File: src/rtl/reg_file_if.sv
// Operand-store bus: one write port and two read ports of the 8x16 register file.
// Latency: writes take effect at the clock edge; reads are combinational.
// Backpressure: none; every write is accepted and every read is served each cycle.
interface reg_file_if;
    logic        wr;
    logic [0:2]  wr_addr;
    logic [0:15] d_in;
    logic [0:2]  rd_addr_a;
    logic [0:2]  rd_addr_b;
    logic [0:15] d_out_a;
    logic [0:15] d_out_b;

    // ALU side: issues writes and read addresses, consumes operands
    modport master (
        output wr,
        output wr_addr,
        output d_in,
        output rd_addr_a,
        output rd_addr_b,
        input  d_out_a,
        input  d_out_b
    );

    // Register file side
    modport slave (
        input  wr,
        input  wr_addr,
        input  d_in,
        input  rd_addr_a,
        input  rd_addr_b,
        output d_out_a,
        output d_out_b
    );
endinterface

File: src/rtl/reg_file.sv
// 8-entry x 16-bit register file, one write port, two independent read ports.
// Latency: write visible on reads the cycle after the edge; reads are 0-cycle combinational.
// Backpressure: none; writes never stall and there is no write-to-read bypass.
module reg_file (
    input  logic          clk,
    input  logic          reset,
    reg_file_if.slave     bus
);

    // R0..R7; bit 0 of each entry is the MSB, matching the bus bit order.
    logic [0:15] regs [0:7];

    // Per-register load strobes: one-hot when wr=1, all-zero when wr=0.
    logic [7:0] load;

    // Per-bit read selection over the eight registers.
    function automatic logic mux8(input logic [7:0] col, input logic [0:2] sel);
        return col[sel];
    endfunction

    // Write steering: the write enable is routed to the addressed register only.
    // Gating with wr first keeps an unknown address from producing a strobe while idle.
    always_comb begin
        load = '0;
        for (int i = 0; i < 8; i++) begin
            load[i] = bus.wr && (bus.wr_addr == 3'(i));
        end
    end

    // Storage update: synchronous reset clears everything and overrides any write.
    always_ff @(posedge clk) begin
        if (reset) begin
            for (int i = 0; i < 8; i++) begin
                regs[i] <= '0;
            end
        end else begin
            for (int i = 0; i < 8; i++) begin
                if (load[i]) begin
                    regs[i] <= bus.d_in;
                end
            end
        end
    end

    logic [0:15] out_a;
    logic [0:15] out_b;
    logic [7:0]  col;

    // Read path: for every bit position, gather that bit from R0..R7 and select it
    // independently for each port; purely combinational from stored state.
    always_comb begin
        out_a = '0;
        out_b = '0;
        col   = '0;
        for (int k = 0; k < 16; k++) begin
            for (int i = 0; i < 8; i++) begin
                col[i] = regs[i][k];
            end
            out_a[k] = mux8(col, bus.rd_addr_a);
            out_b[k] = mux8(col, bus.rd_addr_b);
        end
    end

    assign bus.d_out_a = out_a;
    assign bus.d_out_b = out_b;

endmodule

File: src/flat_wrapper.sv
// flat-port wrapper written by rule: the top's interface ports become plain ports
module reg_file_flat 
  (clk, reset, bus_wr, bus_wr_addr, bus_d_in, bus_rd_addr_a, bus_rd_addr_b, bus_d_out_a, bus_d_out_b);
  reg_file_if bus_i ();
  input  logic clk;
  input  logic reset;
  input wire logic [$bits(bus_i.wr)-1:0] bus_wr;
  input wire logic [$bits(bus_i.wr_addr)-1:0] bus_wr_addr;
  input wire logic [$bits(bus_i.d_in)-1:0] bus_d_in;
  input wire logic [$bits(bus_i.rd_addr_a)-1:0] bus_rd_addr_a;
  input wire logic [$bits(bus_i.rd_addr_b)-1:0] bus_rd_addr_b;
  output wire logic [$bits(bus_i.d_out_a)-1:0] bus_d_out_a;
  output wire logic [$bits(bus_i.d_out_b)-1:0] bus_d_out_b;
  assign bus_i.wr = bus_wr;
  assign bus_i.wr_addr = bus_wr_addr;
  assign bus_i.d_in = bus_d_in;
  assign bus_i.rd_addr_a = bus_rd_addr_a;
  assign bus_i.rd_addr_b = bus_rd_addr_b;
  assign bus_d_out_a = bus_i.d_out_a;
  assign bus_d_out_b = bus_i.d_out_b;
  reg_file u_core (.clk(clk), .reset(reset), .bus(bus_i));
endmodule
File: config.mk
export PLATFORM = sky130hd
export DESIGN_NAME = reg_file_flat
export DESIGN_NICKNAME = d
export VERILOG_FILES = /design/src/rtl/reg_file_if.sv /design/src/rtl/reg_file.sv /design/src/flat_wrapper.sv
export SDC_FILE = /design/constraint.sdc
export NUM_CORES = 1
export LEC_CHECK = 0
export BUFFER_PORTS_ARGS = -buffer_cell sky130_fd_sc_hd__buf_4
export CORE_MARGIN = 1.5
export CORE_UTILIZATION = 40
export CTS_BUF_LIST = sky130_fd_sc_hd__clkbuf_16
export CTS_CLUSTER_DIAMETER = 80
export DETAILED_ROUTE_END_ITERATION = 8
export PLACE_DENSITY = 0.61
export RECOVER_POWER = 25
export SETUP_SLACK_MARGIN = 0.05
export SLEW_MARGIN = 5
export SYNTH_ARGS = -nofsm -noshare
export SYNTH_HDL_FRONTEND = slang
export SYNTH_SLANG_ARGS = --single-unit
File: constraint.sdc
create_clock -name clk -period 5.1 [get_ports clk]
set_input_delay 1.02 -clock clk [delete_from_list [all_inputs] [get_ports clk]]
set_output_delay 1.02 -clock clk [all_outputs]
set_load 0.02 [all_outputs]
==> results.sh <==
export IMPL_ir_drop_uv=293.7
export IMPL_die_x_um=132.1
export IMPL_tightest_slew_ns=1.146
export IMPL_antenna_found_initial=0
export IMPL_vias_per_cell=5.506
export IMPL_core_area_um2=16410
export IMPL_cts_num_sinks=128
export IMPL_cts_tree="yes"
export IMPL_cts_resized=0
export IMPL_finalCriticalPeriod_ns=3.661
export IMPL_syn_to_final_growth_pct=17.22
export IMPL_yosysTopAreaCellShare_pct=57.63
export IMPL_yosysWarnings=0
export IMPL_initialDrtViolationCount=276
export IMPL_grt_usage_pct=18.97
export IMPL_critPathMaxStageDelay_ns=0.65
export IMPL_status="finished clean"
export IMPL_gp_congestion=0.7136
export IMPL_syn_inst=399
export IMPL_tns_ns=0
export IMPL_leakage_nw=2.947
export IMPL_clkTransAtPathRegs_ns=0.05
export IMPL_hpwl_mm=9.277
export IMPL_fmax_mhz=273.1
export IMPL_top_regs="u_core.regs (128)"
export IMPL_grt_pass1_wl_mm=24.00
export IMPL_hold_class="input port to register"
export IMPL_synth_top_cells_by_area="edfxtp_1, mux4_1, mux2_2"
export IMPL_setup_viol=0
export IMPL_syn_nets=427
export IMPL_path_max_fanout=32
export IMPL_critical_path_class="input port to output pin"
export IMPL_rsz0062_at_grt="no"
export IMPL_synth_area_leader_cell="edfxtp_1"
export IMPL_ant_nets=0
export IMPL_cts_root_buf="clkbuf_16"
export IMPL_power_density_nw_per_um2=353.3
export IMPL_cts_made_buffers=17
export IMPL_cp_arrival_ns=2.64
export IMPL_chipHeight_um=132.1
export IMPL_grt_pass1_vias=4025
export IMPL_synth_seq_area_share_pct=57.63
export IMPL_drc=0
export IMPL_largest_register="u_core.regs"
export IMPL_synth_cell_type_count=16
export IMPL_num_rows=47
export IMPL_hold_viol_final=0
export IMPL_vias=3799
export IMPL_first_pass_iters=4
export IMPL_postCtsHoldBufs=0
export IMPL_cp_cell_sequence="buf_4 -> mux4_1 -> mux2_2 -> buf_4"
export IMPL_drv_slew=0
export IMPL_cp_data_required_time_ns=4.08
export IMPL_cp_common_cell="buf_4"
export IMPL_io_pins=60
export IMPL_start_util_pct=40.65
export IMPL_largest_reg_flops=128
export IMPL_p_total_w=0.002762
export IMPL_antenna_cells=0
export IMPL_relSlewSlack_pct=23.63
export IMPL_h_tree_depth=4
export IMPL_cts_setup_buffers=0
export IMPL_nets=485
export IMPL_netlist_area_um2=6670
export IMPL_die_area_um2=17460
export IMPL_fillCellCount=1425
export IMPL_cap_violations=0
export IMPL_wire_per_inst_um=22.63
export IMPL_port_buffers=59
export IMPL_grt_max_degree=33
export IMPL_cp_end_kind="output pin"
export IMPL_ys_seq_elements=128
export IMPL_pre_cts_ws_ns=1.431
export IMPL_crit_slowest_cell="mux4_1"
export IMPL_holdPathStages=3
export IMPL_cts_max_path_buffers=2
export IMPL_period_share_pct=71.79
export IMPL_layout_drive_gt1_share_pct=29.36
export IMPL_startpoint_type="input port"
export IMPL_gr_total_overflow=0
export IMPL_wl_mm=15.61
export IMPL_avgSynthCellArea_um2=16.72
export IMPL_fin_ws_ns=1.439
==> cell usage in the layout, fill, tap and decap left out, drive strengths merged <==
cell and instances:
buf 70, bufinv 2, mux2 32, clkbuf 18
clkinv 8, mux4 64, nand4b 2, a41o 2
nand4bb 3, inv 22, nand2b 22, nor2 96
or4b 1, edfxtp 128
==> power breakdown <==
group          leakage [nW]  switching, W  internal (W)
Combinational          1.42      0.000196      0.000192
Sequential             1.24     0.0000330       0.00124
Clock                 0.284      0.000404      0.000697
==> metal layers <==
metal  wire, um  vias up  GRT usage [%]
li1           -     1709              -
met1       6640     1977          24.60
met2       8023       99          32.69
met3        728       14          2.960
met4        222        0          6.420
met5          0        -              0
==> synth_stat cells <==
library cell and number:
or4b_1 1, edfxtp_1 128, mux4_2 14, mux2_2 32, clkbuf_2 2, clkbuf_1 11, nand4b_1 2, nand2b_1 22
buf_2 3, buf_6 9, a41o_1 2, inv_1 17, nor2_1 96, nand4bb_1 3, mux4_1 50, buf_1 7
==> cells by family after synthesis <==
| kind of cell | count (synthesis) | synth area share (%) |
|---|---|---|
| DFF | 128 | 57.63 |
| and+or+nand+nor | 124 | 8.385 |
| muxes | 96 | 29.83 |
| buffers and inverters | 49 | 3.864 |
| AOI/OAI and AO/OA | 2 | 0.3001 |
==> final cells by class <==
type	instances	area, um2	share of cell area [%]
multi-input combinational	222	2569	32.85
clock inverter	15	112.6	1.440
inverter	17	63.81	0.8161
timing repair buffer	71	529.3	6.769
sequential	128	3844	49.16
tap	220	275.3	3.521
clock buffer	17	425.4	5.441
==> through the flow <==
step / hold WS (ns) / util (%) / area (um2) / std cells
final: 1.038 / 47.65 / 7819 / 690
after global placement: 1.448 / 44.40 / 7284 / 658
after CTS: 1.033 / 47.68 / 7823 / 690
after floorplan: 1.324 / - / 6670 / 399
after global routing: 1.051 / 47.65 / 7819 / 690
after detailed placement: 1.456 / 44.40 / 7284 / 658
==> path summary, 6_finish.rpt <==
path	end	from
setup / recovery	bus_d_out_b[12]	bus_rd_addr_b[0]
hold / removal	u_core.regs[1][58]	bus_d_in[10]
==> worst max-delay path: cells and delay by family <==
family / cells / cell delay, ns
multiplexers: 2 / 0.96
buffers and inverters: 2 / 0.64
Note: power is estimated with default switching activity, not from simulation.
